[config.mk]
export PLATFORM = sky130hd
export DESIGN_NAME = layer_io_sequencer
export DESIGN_NICKNAME = d
export VERILOG_FILES = /design/src/rtl/layer_io_pkg.sv /design/src/rtl/layer_io_sequencer.sv
export SDC_FILE = /design/constraint.sdc
export NUM_CORES = 1
export LEC_CHECK = 0
export CAP_MARGIN = 0
export CORE_AREA = 5 5 258 260
export DETAILED_ROUTE_END_ITERATION = 8
export DIE_AREA = 0 0 263 265
export PLACE_DENSITY = 0.74
export SLEW_MARGIN = 10
export SYNTH_ARGS = -nofsm -noshare
export SYNTH_HDL_FRONTEND = slang
export SYNTH_SLANG_ARGS = --single-unit
[constraint.sdc]
create_clock -name clk -period 8.3 [get_ports clk]
set_input_delay 1.245 -clock clk [delete_from_list [all_inputs] [get_ports clk]]
set_output_delay 1.245 -clock clk [all_outputs]
set_load 0.01 [all_outputs]
[src/rtl/layer_io_pkg.sv]
// Shared definitions for the layer I/O sequencer and the benches that drive it.
//   state_e    : sequencer phases (load activations, wait for node, send results)
//   DATA_W_DEF : default word width
//   FP_*       : single-precision constants handy for stimulus
package layer_io_pkg;

    localparam int DATA_W_DEF = 32;

    typedef enum logic [1:0] {
        LOAD = 2'd0,
        WAIT = 2'd1,
        SEND = 2'd2
    } state_e;

    localparam logic [31:0] FP_ZERO = 32'h0000_0000;
    localparam logic [31:0] FP_ONE  = 32'h3F80_0000;
    localparam logic [31:0] FP_TWO  = 32'h4000_0000;

endpackage

[src/rtl/layer_io_sequencer.sv]
// Feeds one fully-connected layer stage: collects NUM_IN words from a serial
// valid/ready stream onto a parallel activation bus, waits NODE_LAT edges for
// the stage's registered outputs, captures NUM_OUT result words and streams
// them back out serially. Words are opaque bits and pass through untouched.
//
// Ports:
//   clk, rst_n            clock, synchronous active-low reset
//   s_data/s_valid/s_ready  serial activation input stream
//   a_bus, a_valid        parallel activations (word k at [k*DATA_W +: DATA_W])
//   res_in                node outputs (word j at [j*DATA_W +: DATA_W])
//   m_data/m_valid/m_ready/m_last  serial result output stream
//   busy                  high whenever not loading
//
// state | meaning
// ------+------------------------------------------------------------
// LOAD  | accept activation words into a_bus, one per handshake
// WAIT  | a_bus frozen and valid; count edges until res_in has settled
// SEND  | stream captured results out, word 0 first, m_last on the final one
module layer_io_sequencer
    import layer_io_pkg::*;
#(
    parameter int NUM_IN   = 15,
    parameter int NUM_OUT  = 4,
    parameter int DATA_W   = DATA_W_DEF,
    parameter int NODE_LAT = 1
) (
    input  logic                       clk,
    input  logic                       rst_n,
    input  logic [DATA_W-1:0]          s_data,
    input  logic                       s_valid,
    output logic                       s_ready,
    output logic [NUM_IN*DATA_W-1:0]   a_bus,
    output logic                       a_valid,
    input  logic [NUM_OUT*DATA_W-1:0]  res_in,
    output logic [DATA_W-1:0]          m_data,
    output logic                       m_valid,
    input  logic                       m_ready,
    output logic                       m_last,
    output logic                       busy
);

    localparam logic [1:0] ST_LOAD = 2'(LOAD);
    localparam logic [1:0] ST_WAIT = 2'(WAIT);
    localparam logic [1:0] ST_SEND = 2'(SEND);

    localparam int IN_W   = (NUM_IN > 1)   ? $clog2(NUM_IN)       : 1;
    localparam int OUT_W  = (NUM_OUT > 1)  ? $clog2(NUM_OUT)      : 1;
    localparam int WAIT_W = (NODE_LAT > 0) ? $clog2(NODE_LAT + 1) : 1;

    localparam logic [IN_W-1:0]   LAST_IN  = IN_W'(NUM_IN - 1);
    localparam logic [OUT_W-1:0]  LAST_OUT = OUT_W'(NUM_OUT - 1);
    localparam logic [WAIT_W-1:0] LAT_TC   = WAIT_W'(NODE_LAT);

    logic [1:0]                  state_q,   state_d;
    logic [IN_W-1:0]             in_idx_q,  in_idx_d;
    logic [OUT_W-1:0]            out_idx_q, out_idx_d;
    logic [WAIT_W-1:0]           wait_q,    wait_d;
    logic [NUM_IN*DATA_W-1:0]    a_bus_q,   a_bus_d;
    logic [NUM_OUT*DATA_W-1:0]   res_buf_q, res_buf_d;
    logic                        a_valid_q, a_valid_d;
    logic                        m_valid_q, m_valid_d;
    logic                        m_last_q,  m_last_d;
    logic [DATA_W-1:0]           m_data_q,  m_data_d;

    assign s_ready = (state_q == ST_LOAD);
    assign busy    = (state_q != ST_LOAD);
    assign a_bus   = a_bus_q;
    assign a_valid = a_valid_q;
    assign m_data  = m_data_q;
    assign m_valid = m_valid_q;
    assign m_last  = m_last_q;

    always_comb begin
        state_d   = state_q;
        in_idx_d  = in_idx_q;
        out_idx_d = out_idx_q;
        wait_d    = wait_q;
        a_bus_d   = a_bus_q;
        res_buf_d = res_buf_q;
        a_valid_d = a_valid_q;
        m_valid_d = m_valid_q;
        m_last_d  = m_last_q;
        m_data_d  = m_data_q;

        case (state_q)
            ST_LOAD: begin
                if (s_valid && s_ready) begin
                    a_bus_d[int'(in_idx_q)*DATA_W +: DATA_W] = s_data;
                    if (in_idx_q == LAST_IN) begin
                        in_idx_d  = '0;
                        wait_d    = '0;
                        a_valid_d = 1'b1;
                        state_d   = ST_WAIT;
                    end else begin
                        in_idx_d = in_idx_q + IN_W'(1);
                    end
                end
            end
            ST_WAIT: begin
                // Capture one full cycle after the node register has updated.
                if (wait_q == LAT_TC) begin
                    res_buf_d = res_in;
                    out_idx_d = '0;
                    m_valid_d = 1'b1;
                    m_data_d  = res_in[DATA_W-1:0];
                    m_last_d  = (NUM_OUT == 1);
                    state_d   = ST_SEND;
                end else begin
                    wait_d = wait_q + WAIT_W'(1);
                end
            end
            ST_SEND: begin
                if (m_ready) begin
                    if (out_idx_q == LAST_OUT) begin
                        out_idx_d = '0;
                        m_valid_d = 1'b0;
                        m_last_d  = 1'b0;
                        a_valid_d = 1'b0;
                        state_d   = ST_LOAD;
                    end else begin
                        // Preload the next word so m_data stays registered.
                        out_idx_d = out_idx_q + OUT_W'(1);
                        m_data_d  = res_buf_q[int'(out_idx_d)*DATA_W +: DATA_W];
                        m_last_d  = (out_idx_d == LAST_OUT);
                    end
                end
            end
            default: begin
                state_d = ST_LOAD;
            end
        endcase
    end

    always_ff @(posedge clk) begin
        if (!rst_n) begin
            state_q   <= ST_LOAD;
            in_idx_q  <= '0;
            out_idx_q <= '0;
            wait_q    <= '0;
            a_bus_q   <= '0;
            res_buf_q <= '0;
            a_valid_q <= 1'b0;
            m_valid_q <= 1'b0;
            m_last_q  <= 1'b0;
            m_data_q  <= '0;
        end else begin
            state_q   <= state_d;
            in_idx_q  <= in_idx_d;
            out_idx_q <= out_idx_d;
            wait_q    <= wait_d;
            a_bus_q   <= a_bus_d;
            res_buf_q <= res_buf_d;
            a_valid_q <= a_valid_d;
            m_valid_q <= m_valid_d;
            m_last_q  <= m_last_d;
            m_data_q  <= m_data_d;
        end
    end

endmodule
# Word level (Yosys, flattened, before mapping)

Cells that the tools add are included.

Register bits: 652
Bits of input ports: 164
Output and inout bits: 517

$add $sub $neg: 4
Eq/ne operators: 11
Shift-type cells: 3
Mux-type cells: 31
Reduce and logical (&&, ||, !) cells: 14

Operator list:

| operator                  | number |
|---|---|
| $bwmux 480                | 1 |
| $shift 32x33->480 const A | 1 |
| $shiftx 32x33->480        | 1 |
| $shiftx 128x8->32         | 1 |
| $mux 32                   | 3 |
| $pmux 32 s2               | 1 |
| $neg 9->33                | 1 |
| $mux 2                    | 8 |
| $mux 1                    | 11 |
| $reduce_and 5->1          | 2 |
| $ne 2x2->1 const B        | 4 |
| $pmux 1 s2                | 4 |
| $reduce_and 4->1          | 2 |
| $reduce_bool 2->1         | 4 |
| $eq 2x2->1 const B        | 3 |
| $pmux 2 s3                | 1 |
| $reduce_and 3->1          | 2 |
| $add 4x1->4 const B       | 1 |
| $eq 4x4->1 const B        | 1 |
| $mux 4                    | 1 |
| $ne 2x1->1 const B        | 2 |
| $pmux 2 s2                | 1 |
| $reduce_and 2->1          | 2 |
| $add 2x1->2 const B       | 1 |
| 4 further kinds           | 4 |

# Depth between registers and ports, before layout

Gate-level depths: netlist (run 1).

Depth after elaboration: 5
Depth in mapped cells: 10
Mapped depth without buffers: 6

# Worst setup path after synthesis (run 1)

OpenSTA, ideal clock, no wires.

Path type: input to register
Start: input s_valid
End: register a_bus_q[130] (netlist: a_bus[130])
Setup time: 0.126 ns
Arrival time: 2.658 ns
Required time: 8.174 ns
Setup slack: 5.516 ns
Stages: 6
Buffers on the path: 2
Cells stage by stage: or3b_1 buf_2 nor4_4 nand2_2 buf_2 mux2i_1

Cells in the longest elaborated chain, start to end: 2

RTL lines:

| element                    | RTL line                  | source |
|---|---|---|
| start, declared            | layer_io_sequencer.sv:30  | `input logic s_valid,` |
| $logic_and 1x1->1          | layer_io_sequencer.sv:87  | `if (s_valid && s_ready) begin` |
| $reduce_and 2->1 (no line) | n/a                       |  |
| end signal, assigned       | layer_io_sequencer.sv:151 | `a_bus_q <= a_bus_d;` |
| end, declared              | layer_io_sequencer.sv:58  | `logic [NUM_IN*DATA_W-1:0] a_bus_q, a_bus_d;` |

Every way passes these cells.
A chain may end at the register's enable or synchronous reset.

# Worst setup path after layout (run 1)

Start: register in_idx_q[0]
End: register a_bus_q[309] (netlist: a_bus[309])

Cells in the longest elaborated chain, start to end: 3

RTL lines:

| element                                                 | RTL line                  | source |
|---|---|---|
| start, declared                                         | layer_io_sequencer.sv:55  | `logic [IN_W-1:0] in_idx_q, in_idx_d;` |
| start signal, assigned                                  | layer_io_sequencer.sv:148 | `in_idx_q <= in_idx_d;` |
| $neg 9->33 (*)                                          | layer_io_sequencer.sv:88  | `a_bus_d[int'(in_idx_q)*DATA_W +: DATA_W] = s_data;` |
| $shiftx 32x33->480 or $shift 32x33->480 (tied branches) | layer_io_sequencer.sv:88  |  |
| $bwmux 480 (*)                                          | layer_io_sequencer.sv:88  |  |

Mark *: on every way between the ends. The rest lies on a longest branch, timed or not.

==> metrics.txt, run 1 <==
hpwl dp=between 60000 and 70000 µm; top_reg_cell synth=dfxtp_1; # nets final=3478; GRT overflow=0; share of cells above drive strength 1=about 6.5%; WS Path Type=reg -> reg; combinational share of power=around 5.3%; synth unique cells=43; total CTS buffers=between 70 and 80; Clk pwr share=47.4%; CP cell instances=inv_1, ha_1, xnor2_1, nand2_2, nor2_4, a22o_1; Die Footprint=approximately 70000 µm²; clock latency on the worst-skew pair=0.62 ns; Seq/Total Area, Yosys=approximately half; top cells by area, synth=dfxtp_1, mux2i_1, nand2_1; drt pass-1 iters=5; postcts setup bufs=0; area leader, netlist=dfxtp_1; Filler Cell Count=between 5000 and 6000; # resized after CTS=0; initial DRC count=about 1800; final setup fails=0; highest clock rate=260 MHz; Final ANT Viol Nets=0; critical path endpoint category=flop; Worst Setup Start Kind=flop; Synth Instances=roughly 2800; CTS tree=done; sequential power share=47.4%; Hold Path Class=reg -> reg; area growth from synthesis to layout=37.6%; Final Max Tran Viols=0; EDFF count, synth=0; minimum clock period=3.85 ns; worst-path maximum fanout=65; gp weighted congestion=0.857; relative max-transition margin=between 20 and 25%; syn_nets=roughly 3000; # DRC=0; Yosys reg bits=652; Peak supply drop=0.000142 V; worst path arrival time=between 4 and 5 ns; Net Sw Frac=23.5%; CTS root buffer=clkbuf_16; Longest Clk Path Bufs=3; setup TNS=0 ns; Lkg Pwr=between 10 and 15 nW; DR vias/cell=between 5 and 6; largest net degree at the start of global routing=between 100 and 150; total power=0.00664 W; Worst Path Buf+Inv=1; final-report hold violation count=0; Post-Syn Area=approximately 25000 µm²; top cell family by delay on the critical path=simple AND/OR/NAND/NOR gates; Final period util=a little under half; sw power=~0.0016 W; DIE HEIGHT=around 270 µm; vias in the first global route=between 20000 and 25000; Worst Skew=around 0.032 ns; Int Pwr=0.00508 W; Routed WL=approximately 95000 µm; core area=63900 µm²; io pins=681; Hold-fix buffers, CTS=0; IO buf count=680; Yosys top cell area share=between 50% and 60%; Row Count=93; Slew @ Worst Pin=about 1.2 ns; FFs w/ async S/R, synth=0%; Avg WL per Cell=approximately 22 µm; Post-Syn Area per Cell=about 9 µm²; Sinks on Clock Net=652; RSZ-0062 raised after global routing=false; first-pass GRT wire length=around 140000 µm; Clk pin slew, worst setup/hold paths=around 0.060 ns; H-tree levels=3; Commonest cells post-synth=nand2_1, dfxtp_1, mux2i_1, clkbuf_1, a21oi_1; initial core utilization=between 30% and 40%; aggregate global-route resource usage=around a quarter; Die W=approximately 260 µm; Yosys warnings=0; top-count cell post-synth=nand2_1; via count=approximately 22000; Max Cap Viol=0; initial antenna violation count=6; outcome=complete, no violations; Worst path slowest cell=nor2_4; crit-path max cell delay=between 0.9 and 1 ns; Worst EP required=between 8 and 9 ns; Power Dens Cells=around 190 nW/µm²
final timing paths:
| check | from | endpoint | slack, ns | cells past startpoint |
|---|---|---|---|---|
| worst max-delay path | in_idx_q[0]$_SDFFE_PN0P_ | a_bus[309]$_SDFFE_PN0P_ | 4.45 | 6 |
| worst min-delay path | res_buf_q[57]$_SDFFE_PN0P_ | res_buf_q[57]$_SDFFE_PN0P_ | 0.45 | 2 |
| worst max register to register | in_idx_q[0]$_SDFFE_PN0P_ | a_bus[309]$_SDFFE_PN0P_ | 4.45 | 6 |
| worst min register to register | res_buf_q[57]$_SDFFE_PN0P_ | res_buf_q[57]$_SDFFE_PN0P_ | 0.45 | 2 |
flip-flops by register name, summed over array words and instances, names as in the netlist:
| register | cells |
|---|---|
| m_valid | 1 |
| in_idx_q | 4 |
| m_data | 32 |
| a_bus | 480 |
| out_idx_q | 2 |
| wait_q | 1 |
| m_last | 1 |
| res_buf_q | 128 |
| a_valid | 1 |
| state_q | 2 |
metal layers:
layer	wire length [µm]	global-route usage, %
met1	39100	32.1
met2	44300	41.6
met3	8210	7.84
met4	2980	8.32
met5	0	0
placed cells by master, fill, tap and decap left out, drive strengths merged, types with 8 or more instances in the layout:
master / netlist / routed
a22o: 96 / 96
buf: 70 / 41
nor3b: 19 / 19
nand3: 21 / 21
clkdlybuf4s50: 0 / 679
nor2: 47 / 47
mux4: 32 / 32
a31oi: 33 / 33
clkbuf: 208 / 97
and2: 31 / 31
nand4: 66 / 66
inv: 8 / 12
mux2i: 319 / 319
dfxtp: 652 / 652
nand2: 825 / 825
a21oi: 205 / 205
ha: 8 / 8
o21ai: 103 / 103
nor3: 8 / 8
clkinv: 0 / 16
area by class of cell:
class	count	area [µm²]	area share (%)
multi-input combinational	1853	11300	32.3
timing repair buffer	720	7110	20.4
tap	855	1070	3.07
sequential	652	13100	37.5
antenna	7	17.5	0.0503
clock buffer	97	2000	5.73
inverter	8	37.5	0.108
clock inverter	25	294	0.844
worst register-to-register path, stage by stage (launching register included):
cell,delay [ns]
dfxtp_1,0.64
inv_1,0.14
ha_1,0.33
xnor2_1,0.64
nand2_2,0.86
nor2_4,0.95
a22o_1,0.23
stage by stage:
stage | area, µm² | utilization (%) | hold WS (ns) | std cells | worst slack, ns
floorplan | 25300 | - | 0.433 | 2791 | 5.52
global placement | 32500 | 50.9 | 0.438 | 4088 | 3.86
detailed placement | 32500 | 50.9 | 0.443 | 4088 | 3.87
CTS | 34800 | 54.5 | 0.451 | 4210 | 4.36
global route | 34800 | 54.5 | 0.467 | 4216 | 4.07
finish | 34800 | 54.5 | 0.451 | 4217 | 4.45
power by group through the flow:
stage               Clock, W  Combinational [W]  Sequential [W]
finish               0.00315           0.000350         0.00315
floorplan                  0           0.000156         0.00322
CTS                  0.00320           0.000349         0.00315
global placement           0           0.000348         0.00321
global route         0.00333           0.000369         0.00314
detailed placement         0           0.000348         0.00321
cells by family (layout without fill, tap and decap cells):
group	after synthesis	in the layout	synth area share, %
compound gates	444	444	10.5
simple gates	1047	1047	17.5
fa+ha+maj	8	8	0.395
xor+xnor	2	2	0.0988
flops	652	652	51.5
other cells	0	7	0
mux	352	352	15.5
buf+inv	286	850	4.47
Power figures use the tool's default switching activity.
==> inputs of run 2 (changes only) <==
CORE_AREA = 5 5 261 263   (was 5 5 258 260)
DIE_AREA = 0 0 266 268   (was 0 0 263 265)
PLACE_DENSITY = 0.75   (was 0.74)
clock period = 3.4 ns   (was 8.3 ns; I/O delays follow)
==> run 2 against run 1 <==
Net effect:
- maximum frequency increased by 30%
- critical path depth increased by 1
- power increased by 150%
- highest routed layer is now met5
==> metrics.txt, run 2 (synthesized netlist as in run 1, its figures left out) <==
total CTS buffers=a little over 70; Worst EP required=between 3 and 4 ns; Die W=between 200 and 300 µm; Clk pin slew, worst setup/hold paths=around 0.06 ns; most frequent cells in the layout=nand2_1, clkdlybuf4s50_1, dfxtp_1, mux2i_1, a21oi_1; Hold-fix buffers, CTS=0; clock latency on the worst-skew pair=0.61 ns; Max Cap Viol=0; aggregate global-route resource usage=25.4%; Hold Path Class=in -> reg; Filler Cell Count=about 5800; postcts setup bufs=0; commonest non-fill, non-tap cell in the layout=nand2_1; Longest Clk Path Bufs=3; Power Dens Cells=467 nW/µm²; initial antenna violation count=6; # DRC=0; first-pass GRT wire length=between 100000 and 150000 µm; Final ANT Viol Nets=0; RSZ-0062 raised after global routing=false; reg2reg end=a_bus[394]$_SDFFE_PN0P_; IO buf count=680; GRT overflow=0; H-tree levels=3; Hold Path End=a_bus[281]$_SDFFE_PN0P_; core area=roughly 65000 µm²; Hold Path Depth=3; Final period util=about 87%; minimum clock period=2.96 ns; worst path arrival time=around 3.5 ns; R2R Path Start=in_idx_q[1]$_SDFFE_PN0P_; Row Count=94; Die Footprint=71300 µm²; final setup fails=0; Slew @ Worst Pin=0.976 ns; Routed WL=96600 µm; relative max-transition margin=34.8%; CTS root buffer=clkbuf_16; # nets final=about 3500; final-report hold violation count=0; vias in the first global route=~21000; outcome=complete, no violations; initial core utilization=38.7%; Worst Skew=between 0.02 and 0.025 ns; DIE HEIGHT=roughly 270 µm; Avg WL per Cell=22.7 µm; hpwl dp=66900 µm; worst-path maximum fanout=32; R2R cell count=7; share of cells above drive strength 1=7.41%; # resized after CTS=0; initial DRC count=around 1900; post-layout util=between 50% and 60%; max reg flops=between 400 and 500; Sinks on Clock Net=652; largest net degree at the start of global routing=roughly 150; CTS tree=done; gp weighted congestion=between 0.8 and 0.9; Final Max Tran Viols=0; drt pass-1 iters=5; Peak supply drop=approximately 0.00039 V; min-delay src=rst_n; Lkg Pwr=~14 nW; area growth from synthesis to layout=39.5%; io pins=between 600 and 700; reg2reg setup slack=about 0.44 ns; Worst Setup Start Kind=flop; setup TNS=0 ns; WS Path Type=reg -> reg; via count=22600; critical path endpoint category=flop; DR vias/cell=roughly 5.3; highest clock rate=338 MHz
[run 2: cell types whose count changed in the layout (fill, tap and decap cells not counted), sizes merged]
cell / change
clkinv: -3
clkbuf: +4
clkinvlp: +4
buf: +26
bufinv: +1
inv: -1
diode: -1
[run 2: per-layer routing]
layer,GRT usage [%],vias to the layer above,share of wire [%],routed length [µm]
met4,9.98,4,3.9,3770
met2,42.2,981,47,45600
met1,31.0,10900,39,37700
met3,8.15,181,9.8,9470
li1,-,10500,-,-
met5,0,-,0.035,34
[run 2: how the worst max path moves through the flow]
stage                                   from                      end  cells past startpoint
floorplan           in_idx_q[0]$_SDFFE_PN0P_  a_bus[152]$_SDFFE_PN0P_                      9
global placement                     s_valid  a_bus[319]$_SDFFE_PN0P_                      6
detailed placement                   s_valid  a_bus[294]$_SDFFE_PN0P_                      6
CTS                 in_idx_q[1]$_SDFFE_PN0P_  a_bus[394]$_SDFFE_PN0P_                      7
global route        in_idx_q[1]$_SDFFE_PN0P_  a_bus[390]$_SDFFE_PN0P_                      7
finish              in_idx_q[1]$_SDFFE_PN0P_  a_bus[394]$_SDFFE_PN0P_                      7
[run 2: critical path: stages, from the launching register on]
cell      delay (ns)
dfxtp_1         0.54
inv_1           0.13
ha_1            0.41
or2_2           0.57
a211oi_4        0.39
buf_4           0.47
nand4_1         0.18
a21oi_1         0.16
[run 2: power breakdown]
group	leakage, nW	internal, W	switching, W
clock	1.16	0.00465	0.00327
sequential	5.25	0.00766	0.0000152
combinational	7.59	0.000327	0.000570
[run 2: area by class of cell]
cell class / instances / area, µm² / area share, %
Tap cell: 864 / 1080 / 3.06
Multi-Input combinational cell: 1853 / 11300 / 31.9
Timing Repair Buffer: 746 / 7480 / 21.2
Sequential cell: 652 / 13100 / 37.0
Clock inverter: 26 / 332 / 0.939
Clock buffer: 101 / 2060 / 5.84
Antenna cell: 6 / 15.0 / 0.0425
Inverter: 8 / 37.5 / 0.106
[run 2: per-stage QoR]
| stage | cells | hold slack [ns] | cell area, µm² | worst slack [ns] | total power (W) |
|---|---|---|---|---|---|
| after floorplan | 2791 | 0.433 | 25300 | 0.806 | 0.00823 |
| after global placement | 4123 | 0.438 | 32900 | 0.406 | 0.00873 |
| after detailed placement | 4123 | 0.444 | 32900 | 0.326 | 0.00874 |
| after CTS | 4250 | 0.289 | 35300 | 0.497 | 0.0166 |
| after global routing | 4253 | 0.316 | 35300 | 0.310 | 0.0170 |
| final | 4256 | 0.309 | 35300 | 0.440 | 0.0165 |
